### config.mk
export PLATFORM = sky130hd
export DESIGN_NAME = niu_tx
export DESIGN_NICKNAME = d
export VERILOG_FILES = /design/src/rtl/niu_tx.sv
export SDC_FILE = /design/constraint.sdc
export NUM_CORES = 1
export LEC_CHECK = 0
export ABC_AREA = 1
export CORE_UTILIZATION = 45
export DETAILED_ROUTE_END_ITERATION = 7
export PLACE_DENSITY = 0.79
export SLEW_MARGIN = 30
export SYNTH_ARGS = -nofsm -noshare
export SYNTH_HDL_FRONTEND = slang
export SYNTH_SLANG_ARGS = --single-unit
### constraint.sdc
create_clock -name user_clk -period 17.1 [get_ports user_clk]
set_input_delay 3.42 -clock user_clk [delete_from_list [all_inputs] [get_ports user_clk]]
set_output_delay 3.42 -clock user_clk [all_outputs]
set_load 0.02 [all_outputs]
### src/rtl/niu_tx.sv
// niu_tx: transmit-side network-interface stage between the user TX stream
// and the 10G MAC. It overwrites the source MAC with the local id, zero-pads
// runt frames to the minimum length, flags errored or oversize frames on the
// last beat so the MAC aborts them, and keeps frame/pad/error counters.
//
// state | meaning
// SOF   | waiting for the first beat of a frame
// BODY  | passing beats after the first
// PAD   | emitting zero beats until beat index 7 has gone out
module niu_tx #(
  parameter int MIN_FRAME_BYTES = 60,
  parameter int MAX_FRAME_BYTES = 1514
) (
  input  logic        user_clk,
  input  logic        reset,
  input  logic [63:0] s_axis_tdata,
  input  logic [7:0]  s_axis_tkeep,
  input  logic        s_axis_tvalid,
  input  logic        s_axis_tlast,
  input  logic        s_axis_tuser,
  output logic        s_axis_tready,
  input  logic        mac_id_insert_en,
  input  logic        mac_id_valid,
  input  logic [47:0] mac_id,
  output logic [63:0] m_axis_tdata,
  output logic [7:0]  m_axis_tkeep,
  output logic        m_axis_tvalid,
  output logic        m_axis_tlast,
  output logic        m_axis_tuser,
  input  logic        m_axis_tready,
  output logic [31:0] tx_frame_count,
  output logic [31:0] tx_pad_count,
  output logic [31:0] tx_err_count
);

  typedef enum logic [1:0] {
    SOF  = 2'd0,
    BODY = 2'd1,
    PAD  = 2'd2
  } state_t;

  localparam logic [15:0] MIN_BYTES = 16'(MIN_FRAME_BYTES);
  localparam logic [15:0] MAX_BYTES = 16'(MAX_FRAME_BYTES);

  state_t      state_q, state_d;
  logic [2:0]  idx_q, idx_d;
  logic [15:0] bytes_q, bytes_d;
  logic        ins_q, ins_d;
  logic        err_q, err_d;

  logic        out_free;
  logic        accept;
  logic [3:0]  keep_bytes;
  logic [2:0]  beat_idx;
  logic [2:0]  idx_inc;
  logic [16:0] byte_sum;
  logic [15:0] byte_total;
  logic        runt;
  logic        ins_cur;
  logic        err_cur;
  logic [63:0] lane_mask;
  logic [63:0] beat_data;

  logic        load;
  logic [63:0] load_data;
  logic [7:0]  load_keep;
  logic        load_last;
  logic        load_user;
  logic        load_pad;
  logic        out_pad_q;
  logic        fire_last;

  // The output register can take a new beat when it is empty or draining.
  assign out_free      = !m_axis_tvalid | m_axis_tready;
  assign s_axis_tready = !reset & (state_q != PAD) & out_free;
  assign accept        = s_axis_tvalid & s_axis_tready;
  assign fire_last     = m_axis_tvalid & m_axis_tready & m_axis_tlast;

  // Number of valid bytes on the current beat (tkeep is contiguous from lane 0).
  always_comb begin
    keep_bytes = '0;
    for (int i = 0; i < 8; i++) begin
      keep_bytes = keep_bytes + {3'd0, s_axis_tkeep[i]};
    end
  end

  // Per-beat datapath: byte count, runt/oversize decision, lane zeroing, MAC overwrite.
  always_comb begin
    beat_idx   = (state_q == SOF) ? 3'd0 : idx_q;
    idx_inc    = (beat_idx == 3'd7) ? 3'd7 : beat_idx + 3'd1;
    byte_sum   = {1'b0, ((state_q == SOF) ? 16'd0 : bytes_q)}
               + (s_axis_tlast ? {13'd0, keep_bytes} : 17'd8);
    byte_total = byte_sum[16] ? 16'hFFFF : byte_sum[15:0];
    runt       = s_axis_tlast && (byte_total < MIN_BYTES);
    ins_cur    = (state_q == SOF) ? (mac_id_insert_en & mac_id_valid) : ins_q;
    err_cur    = ((state_q == SOF) ? 1'b0 : err_q) | s_axis_tuser
               | (byte_total > MAX_BYTES);
    lane_mask  = '0;
    for (int i = 0; i < 8; i++) begin
      lane_mask[8*i +: 8] = {8{s_axis_tkeep[i] | !runt}};
    end
    // Zero the unused lanes of a runt first; the MAC overwrite ignores tkeep.
    beat_data = s_axis_tdata & lane_mask;
    if (ins_cur && (beat_idx == 3'd0)) begin
      beat_data[63:48] = {mac_id[39:32], mac_id[47:40]};
    end
    if (ins_cur && (beat_idx == 3'd1)) begin
      beat_data[31:0] = {mac_id[7:0], mac_id[15:8], mac_id[23:16], mac_id[31:24]};
    end
  end

  // FSM next state, frame context and the beat offered to the output register.
  always_comb begin
    state_d   = state_q;
    idx_d     = idx_q;
    bytes_d   = bytes_q;
    ins_d     = ins_q;
    err_d     = err_q;
    load      = 1'b0;
    load_data = '0;
    load_keep = '0;
    load_last = 1'b0;
    load_user = 1'b0;
    load_pad  = 1'b0;
    case (state_q)
      SOF, BODY: begin
        if (accept) begin
          load      = 1'b1;
          load_data = beat_data;
          bytes_d   = byte_total;
          ins_d     = ins_cur;
          err_d     = err_cur;
          if (!s_axis_tlast) begin
            state_d   = BODY;
            idx_d     = idx_inc;
            load_keep = 8'hFF;
          end else if (runt && (beat_idx != 3'd7)) begin
            state_d   = PAD;
            idx_d     = idx_inc;
            load_keep = 8'hFF;
          end else if (runt) begin
            // Short beat already sits at index 7: it becomes the 60-byte tail.
            state_d   = SOF;
            idx_d     = 3'd0;
            load_keep = 8'h0F;
            load_last = 1'b1;
            load_user = err_cur;
            load_pad  = 1'b1;
          end else begin
            state_d   = SOF;
            idx_d     = 3'd0;
            load_keep = s_axis_tkeep;
            load_last = 1'b1;
            load_user = err_cur;
          end
        end
      end
      PAD: begin
        if (out_free) begin
          load = 1'b1;
          if (idx_q == 3'd7) begin
            state_d   = SOF;
            idx_d     = 3'd0;
            load_keep = 8'h0F;
            load_last = 1'b1;
            load_user = err_q;
            load_pad  = 1'b1;
          end else begin
            idx_d     = idx_q + 3'd1;
            load_keep = 8'hFF;
          end
        end
      end
      default: state_d = SOF;
    endcase
  end

  // FSM state register.
  always_ff @(posedge user_clk) begin
    if (reset) begin
      state_q <= SOF;
    end else begin
      state_q <= state_d;
    end
  end

  // Per-frame context: beat index, byte count, latched insert enable, error flag.
  always_ff @(posedge user_clk) begin
    if (reset) begin
      idx_q   <= '0;
      bytes_q <= '0;
      ins_q   <= 1'b0;
      err_q   <= 1'b0;
    end else begin
      idx_q   <= idx_d;
      bytes_q <= bytes_d;
      ins_q   <= ins_d;
      err_q   <= err_d;
    end
  end

  // Single output stage; holds its contents while the MAC stalls.
  always_ff @(posedge user_clk) begin
    if (reset) begin
      m_axis_tvalid <= 1'b0;
      m_axis_tdata  <= '0;
      m_axis_tkeep  <= '0;
      m_axis_tlast  <= 1'b0;
      m_axis_tuser  <= 1'b0;
      out_pad_q     <= 1'b0;
    end else if (load) begin
      m_axis_tvalid <= 1'b1;
      m_axis_tdata  <= load_data;
      m_axis_tkeep  <= load_keep;
      m_axis_tlast  <= load_last;
      m_axis_tuser  <= load_user;
      out_pad_q     <= load_pad;
    end else if (m_axis_tready) begin
      m_axis_tvalid <= 1'b0;
    end
  end

  // Statistics, counted when the frame's last beat is handed to the MAC.
  always_ff @(posedge user_clk) begin
    if (reset) begin
      tx_frame_count <= '0;
      tx_pad_count   <= '0;
      tx_err_count   <= '0;
    end else if (fire_last) begin
      tx_frame_count <= tx_frame_count + 32'd1;
      if (out_pad_q) begin
        tx_pad_count <= tx_pad_count + 32'd1;
      end
      if (m_axis_tuser) begin
        tx_err_count <= tx_err_count + 32'd1;
      end
    end
  end

endmodule

* After elaboration in Yosys (flattened, before gate mapping)
Cells that the tools add are included.
** Storage, ports and cells
- Register bits after elaboration :: 195
- Input port bits :: 128
- Output and inout bits :: 172
- Word-level logic and storage cells :: 126
** Operators by class
- $add $sub $neg :: 13
- $lt $le $gt $ge :: 2
- Eq/ne operators :: 10
- Mux-type cells :: 52
- Bitwise gates (word level) :: 18
- Reduce and logical (&&, ||, !) cells :: 17
** Operator list (count)
- 64-bit two-way mux :: 2
- 32-bit by 1-bit adder with 32-bit output, second input constant :: 3
- 64-bit bitwise AND :: 1
- 16-bit two-way mux :: 3
- 8-bit two-way mux :: 6
- 32-bit two-way mux :: 1
- 3-bit two-way mux :: 7
- 1-bit two-way mux :: 20
- 16-bit by 4-bit adder with 17-bit output :: 1
- 4-bit by 1-bit adder with 4-bit output :: 4
- 16-bit by 11-bit greater-than comparator with 1-bit output, second input constant :: 1
- 16-bit by 6-bit < comparator with 1-bit output, second input constant :: 1
- 8-bit case mux with 2 select lines :: 1
- 1-bit bitwise OR :: 11
- 2-bit two-way mux :: 5
- 2-bit != test, second input constant :: 4
- 1-bit case mux with 2 select lines :: 4
- 3-bit by 1-bit adder with 3-bit output, second input constant :: 2
- 1-bit bitwise AND :: 6
- 3-bit equality test, second input constant :: 2
- 3-bit case mux with 2 select lines :: 1
- 2-bit AND reduction :: 3
- 3-bit AND reduction :: 2
- 3-bit by 1-bit adder with 4-bit output :: 1
- other kinds (14) :: 20

* Depth between registers and ports, before layout
Gate-level depths: netlist of the first run.
- Word-level depth :: 18
- Depth in mapped cells :: 27
- Mapped depth without buffers :: 27

* Worst setup path after synthesis of the first run
Ideal clock, no wire load.
- Kind :: input to register
- Start point :: in s_axis_tkeep[0]
- End point :: reg m_axis_tdata[32]
- Setup time :: 132 ps
- Arrival time :: 7690 ps
- Required time :: 16968 ps
- Slack :: 9277 ps
- Stages :: 26
- Buffers on the path :: 0
- Path through :: inv_1 > fa_1 > fa_1 > fa_1 > inv_1 > ha_1 > fa_1 > o21ai_0 > a21oi_1 > ha_1 > nand2_1 > nor2_1 > nor2_1 > nor2_4 > nand2_1 > nor2_1 > nor2_1 > inv_1 > nand3_1 > nand2_1 > nor2_8 > nand2_4 > inv_4 > nand2_4 > nand3_1 > a21oi_1
** On the way
- Longest elaborated chain between the ends :: 17
** Ends and longest elaborated chain
- start: declaration :: RTL line 17 : input logic [7:0] s_axis_tkeep,
- 1-bit by 1-bit adder with 2-bit output :: RTL line 83 : keep_bytes = keep_bytes + {3'd0, s_axis_tkeep[i]};
- 2-bit by 1-bit adder with 3-bit output :: RTL line 83
- 3-bit by 1-bit adder with 4-bit output :: RTL line 83
- 4-bit by 1-bit adder with 4-bit output (4 in a row) :: RTL line 83
- 4-bit two-way mux :: RTL line 92 : + (s_axis_tlast ? {13'd0, keep_bytes} : 17'd8);
- 16-bit by 4-bit adder with 17-bit output :: RTL line 92
- 16-bit two-way mux :: RTL line 93 : byte_total = byte_sum[16] ? 16'hFFFF : byte_sum[15:0];
- 16-bit by 6-bit < comparator with 1-bit output :: RTL line 94 : runt = s_axis_tlast && (byte_total < MIN_BYTES);
- 1-bit logical AND :: RTL line 94
- 1-bit zero test :: RTL line 100 : lane_mask[8*i +: 8] = {8{s_axis_tkeep[i] | !runt}};
- 1-bit bitwise OR :: RTL line 100
- 64-bit bitwise AND :: RTL line 103 : beat_data = s_axis_tdata & lane_mask;
- 64-bit two-way mux :: RTL line 127 : if (accept) begin
- 64-bit two-way mux :: RTL line 125 : case (state_q)
- end signal: assignment :: RTL line 213 : m_axis_tdata <= load_data;
- end: declaration :: RTL line 25 : output logic [63:0] m_axis_tdata,
No other way between the ends.
A chain may end at the register's enable or synchronous reset.

* Final worst setup path of the first run
- Start point :: in m_axis_tready
- End point :: out s_axis_tready
** On the way
- Longest elaborated chain between the ends :: 2
** Ends and longest elaborated chain
- start: declaration :: RTL line 30 : input logic m_axis_tready,
- 1-bit bitwise OR :: RTL line 74 : assign out_free = !m_axis_tvalid | m_axis_tready;
- 1-bit bitwise AND :: RTL line 75 : assign s_axis_tready = !reset & (state_q != PAD) & out_free;
- end: declaration :: RTL line 21 : output logic s_axis_tready,
No other way between the ends.

==> impl_metrics.tcl, run 1 <==
set metrics [dict create \
    clockBufferDepth 2 \
    die_h_um 154.6 \
    critPathArrivalTime_ns 5.30 \
    cts_tree "done" \
    routed_wl_mm 30.35 \
    synth_edf_count 0 \
    grt_max_degree 95 \
    hold_class "flip-flop to flip-flop" \
    drive_gt1_share_pct 4.792 \
    ys_seq_elements 195 \
    power_density_nw_per_um2 75.77 \
    run_status "complete, no violations" \
    htreeDepth 4 \
    cp_data_required_time_ns 13.68 \
    port-buffer-count 299 \
    critPathMaxFanout 5 \
    worstPathCellList "clkdlybuf4s50_1 -> nor2_1 -> nor3_1 -> clkdlybuf4s50_1" \
    cts_buffers 17 \
    ios 300 \
    clockPowerShare_pct 37.1 \
    maxCapViolations 0 \
    grt_overflow_total 0 \
    seq_power_share_pct 44.5 \
    grt_first_pass_wirelength_mm 49.45 \
    cpMaxStageDelayCell "clkdlybuf4s50_1" \
    gp_congestion 0.9168 \
    power.total_mw 1.081 \
    tightest_slew_ns 0.9295 \
    startpoint_type "primary input" \
    ys_seq_area_share_pct 37.26 \
    mostFrequentLayoutCell "nand2_1" \
    detailed_place_hpwl_mm 22.32 \
    root_buffer "clkbuf_16" \
    ys_types 42 \
    vias 11044 \
    cts_resized 0 \
    cts_hold_buf 0 \
    mappedNetlistArea_um2 10480 \
    initial_core_util_pct 46.14 \
    min_period_over_period_pct 51.00 \
    ant_nets 0 \
    fin_crit_ns 8.721 \
    nets 2014 \
    postCtsSetupRepairBufs 0 \
    grt_pass1_vias 10362 \
    power.leakage_nw 5.682 \
    grt.total_usage_pct 25.50 \
    wl_per_cell_um 14.02 \
    yosysWarnings 0 \
    fmax_mhz 114.7 \
    final_util_pct 62.79 \
    antenna_found_initial 1 \
    clkSlewWorstSetupHoldPaths_ns 0.07 \
    finClkSkew_ns 0.01776 \
    die_area_um2 23900 \
    regArea_um2 3904 \
    max_stage_delay_ns 0.73 \
    synthCells 1596 \
    core_area_um2 22710 \
    netSwitchingFraction_pct 29.31 \
    drtPass1Iterations 5 \
    dpl_worst_slack_ns 8.149 \
    clock_sinks 195 \
    synth_nets 1744 \
    crit_top_cell "clkdlybuf4s50_1" \
    rsz0062_at_grt "no" \
    avgSynthCellArea_um2 6.565 \
    slew_viol_final 0 \
    vdd_drop_max_v 0.00005568 \
    die_w_um 154.6 \
    async_reset_ff_share_pct 0 \
    area_growth_pct 36.10 \
    n_fill_cell 2078 \
    drcViolationCount 0 \
    p_switching_mw 0.3167 \
    finalSetupViolCount 0 \
    final_cell_mix "444 x nand2_1, 298 x clkdlybuf4s50_1, 219 x inv_1" \
    drt-initial-drc-count 597 \
    hold_violations 0 \
    synth_top_flop_cell "dfxtp_1" \
    clkLatencyLatePin_ns 0.44 \
    end_kind "output port" \
    finalSetupTns_ns 0 \
    slew_headroom_pct 38.03 \
    multiInputGateArea_um2 5530 \
    rows 55 \
    crit_type "primary input to output port" \
    finalWorstSetupSlack_ns 8.379 \
    pwr-share-comb_pct 18.4 \
    routed_via_density 5.104 \
    p_int_mw 0.7638 \
]
==> path summary, 6_finish.rpt <==
check | depth (start not counted) | from | endpoint | slack, ns
worst max-delay path | 4 | m_axis_tready | s_axis_tready | 8.38
worst min register to register | 2 | m_axis_tdata[45] | m_axis_tdata[45] | 0.46
worst max register to register | 20 | state_q[1] | m_axis_tdata[52] | 13.30
worst min-delay path | 2 | m_axis_tdata[45] | m_axis_tdata[45] | 0.46
==> registers in the layout (all words and copies together), names as in the netlist, 2 cells and up <==
| name | count |
|---|---|
| idx_q | 3 |
| tx_err_count | 32 |
| bytes_q | 16 |
| tx_frame_count | 32 |
| m_axis_tdata | 64 |
| state_q | 2 |
| tx_pad_count | 32 |
| m_axis_tkeep | 8 |
==> routing by layer <==
metal	global-route usage [%]	up-vias	wire length, um
met3	7.397	65	2362
met1	30.01	4990	12680
li1	-	5603	-
met2	43.05	386	14220
met4	11.22	0	1094
met5	0	-	0
==> synth_stat cells (9+ instances only) <==
library cell / number / area [um^2]
nand2_1: 444 / 1667
clkbuf_1: 49 / 183.9
nor2_2: 9 / 56.30
o21ai_0: 52 / 260.3
a21oi_1: 139 / 695.7
nand4_1: 23 / 143.9
inv_1: 219 / 822.0
nor4_1: 13 / 81.33
o21a_1: 9 / 67.56
nor2_1: 184 / 690.7
xor2_1: 24 / 210.2
ha_1: 15 / 187.7
dfxtp_1: 195 / 3904
nand3_1: 79 / 395.4
nor3_1: 46 / 230.2
==> power by group through the flow <==
stage	Sequential [mW]	Combinational, mW	Clock (mW)
3_5_place_dp	0.491	0.197	0
3_3_place_gp	0.491	0.194	0
2_1_floorplan	0.503	0.102	0
5_1_grt	0.482	0.220	0.429
6_report	0.481	0.199	0.401
4_1_cts	0.481	0.199	0.410
==> critical path, delay by kind of cell <==
family | cells | cell delay [ns]
buf+inv | 2 | 1.28
simple gates | 2 | 0.60
==> final cells by class <==
class / count / share of cell area, %
tap: 285 / 2.501
inverter: 227 / 5.993
multi-input combinational: 1121 / 38.78
clock inverter: 13 / 0.9915
clock buffer: 18 / 3.080
timing repair buffer: 304 / 21.26
antenna: 1 / 0.01755
sequential: 195 / 27.38
==> cells by family after synthesis <==
family          synth area share [%]
buf+inv                        10.25
fa+ha+maj                      2.747
xor+xnor                       2.424
compound gates                 11.57
simple gates                   35.75
flops                          37.26
==> metrics by stage <==
step,hold slack (ns),std cells,area [um^2]
after CTS,0.4673,2163,14250
after detailed placement,0.4555,2132,13670
final,0.4642,2164,14260
after floorplan,0.4664,1596,10480
after global routing,0.4853,2164,14260
after global placement,0.4508,2132,13670
Power figures use the tool's default switching activity.
==> run 2, diff against run 1 <==
==> constraint.sdc (replaced) <==
create_clock -name user_clk -period 8.1 [get_ports user_clk]
set_input_delay 1.62 -clock user_clk [delete_from_list [all_inputs] [get_ports user_clk]]
set_output_delay 1.62 -clock user_clk [all_outputs]
set_load 0.02 [all_outputs]
==> run 2 against run 1 <==
  * Register-to-register slack got worse by 8.9 ns
  * Routed wire length increased by 1.4%
  * Sequential power increased by 110%
  * Via count increased by 1.1%
  * Critical path depth increased by 20
  * Clock-buffer cell count decreased by 1
==> impl_metrics.tcl, run 2 (synthesized netlist as in run 1, its figures left out) <==
set metrics [dict create \
    cts_tree "done" \
    min_period_over_period_pct 81.76 \
    hold_violations 0 \
    rows 55 \
    grt_overflow_total 0 \
    fin_crit_ns 6.623 \
    clkLatencyLatePin_ns 0.44 \
    antenna_found_initial 0 \
    ant_nets 0 \
    drtPass1Iterations 5 \
    initial_core_util_pct 46.14 \
    cp_data_required_time_ns 8.38 \
    area_growth_pct 35.97 \
    die_area_um2 23900 \
    clkSlewWorstSetupHoldPaths_ns 0.07 \
    clockBufferDepth 2 \
    fmax_mhz 151.0 \
    critPathArrivalTime_ns 6.90 \
    drt-initial-drc-count 681 \
    grt_max_degree 95 \
    wl_per_cell_um 14.23 \
    hold_class "flip-flop to flip-flop" \
    grt_first_pass_wirelength_mm 50.02 \
    postCtsSetupRepairBufs 0 \
    critPathMaxFanout 8 \
    routed_via_density 5.160 \
    fin_area_um2 14250 \
    finalSetupTns_ns 0 \
    power.total_mw 2.268 \
    seq_power_share_pct 44.7 \
    root_buffer "clkbuf_16" \
    clockPowerShare_pct 36.8 \
    slew_headroom_pct 44.97 \
    end_kind "flip-flop" \
    netSwitchingFraction_pct 30.43 \
    antenna_cells 0 \
    die_h_um 154.6 \
    dpl_worst_slack_ns 1.020 \
    cts_resized 0 \
    maxCapViolations 0 \
    port-buffer-count 299 \
    p_switching_mw 0.6902 \
    placed_cell_area_um2 13670 \
    grt_pass1_vias 10333 \
    vias 11160 \
    slew_viol_final 0 \
    grt.total_usage_pct 25.89 \
    power.leakage_nw 5.678 \
    final_cell_mix "444 x nand2_1, 298 x clkdlybuf4s50_1, 219 x inv_1" \
    nets 2014 \
    ios 300 \
    startpoint_type "primary input" \
    detailed_place_hpwl_mm 22.50 \
    finalSetupViolCount 0 \
    fin_hold_ws_ns 0.4652 \
    cts_buffers 17 \
    drcViolationCount 0 \
    rsz0062_at_grt "no" \
    dp.cells 2132 \
    vdd_drop_max_v 0.0001140 \
    cts_hold_buf 0 \
    largest_reg_flops 64 \
    finalWorstSetupSlack_ns 1.477 \
    routed_wl_mm 30.79 \
    clock_sinks 195 \
    die_w_um 154.6 \
    largest-register "m_axis_tdata" \
    p_int_mw 1.578 \
    mostFrequentLayoutCell "nand2_1" \
    htreeDepth 4 \
    crit_type "primary input to flip-flop" \
    final_util_pct 62.73 \
    instances_no_fill 2163 \
    finClkSkew_ns 0.01409 \
    pwr-share-comb_pct 18.5 \
    tightest_slew_ns 0.8246 \
    core_area_um2 22710 \
    run_status "complete, no violations" \
    gp_congestion 0.8923 \
    drive_gt1_share_pct 4.792 \
    power_density_nw_per_um2 159.2 \
]
## run 2: power groups by stage
stage          clock network (mW)  registers (mW)  logic, mW
2_1_floorplan                   0            1.06      0.216
3_3_place_gp                    0            1.04      0.411
3_5_place_dp                    0            1.04      0.417
4_1_cts                     0.843            1.01      0.420
5_1_grt                     0.887            1.02      0.463
6_report                    0.834            1.01      0.419
## run 2: cell type report
type / count / area, um^2
sequential: 195 / 3904
tap: 285 / 356.6
clock inverter: 14 / 140.1
multi-input combinational: 1121 / 5530
timing repair buffer: 304 / 3035
inverter: 227 / 854.6
clock buffer: 17 / 425.4
fill: 2108 / 8463
## run 2: worst paths after layout
check	start	to	cells after the start	slack, ns
setup reg to reg	state_q[1]	m_axis_tuser	20	4.38
hold reg to reg	m_axis_tdata[60]	m_axis_tdata[60]	2	0.47
setup / recovery	s_axis_tkeep[0]	m_axis_tdata[40]	24	1.48
hold / removal	m_axis_tdata[60]	m_axis_tdata[60]	2	0.47
## run 2: worst max-delay path, stage by stage
cell	delay, ns
clkdlybuf4s50_1	0.52
inv_1	0.11
fa_1	0.56
fa_1	0.42
fa_1	0.48
inv_1	0.05
ha_1	0.20
fa_1	0.48
nand2_1	0.10
fa_1	0.53
nor2_1	0.13
nor2_1	0.09
nor2_4	0.16
nand2_1	0.13
o21ai_1	0.14
nand3_1	0.14
nor2_1	0.12
nand2_1	0.13
nor2_8	0.30
nand2_4	0.13
inv_4	0.11
nand2_4	0.09
nand3_1	0.09
a21oi_1	0.08
## run 2: layer usage
metal | global-route usage, % | vias to the layer above | wire (um)
met3 | 6.276 | 69 | 2379
met2 | 44.75 | 434 | 14730
met5 | 0 | - | 7
met4 | 10.66 | 2 | 965
met1 | 30.67 | 5056 | 12710
li1 | - | 5599 | -
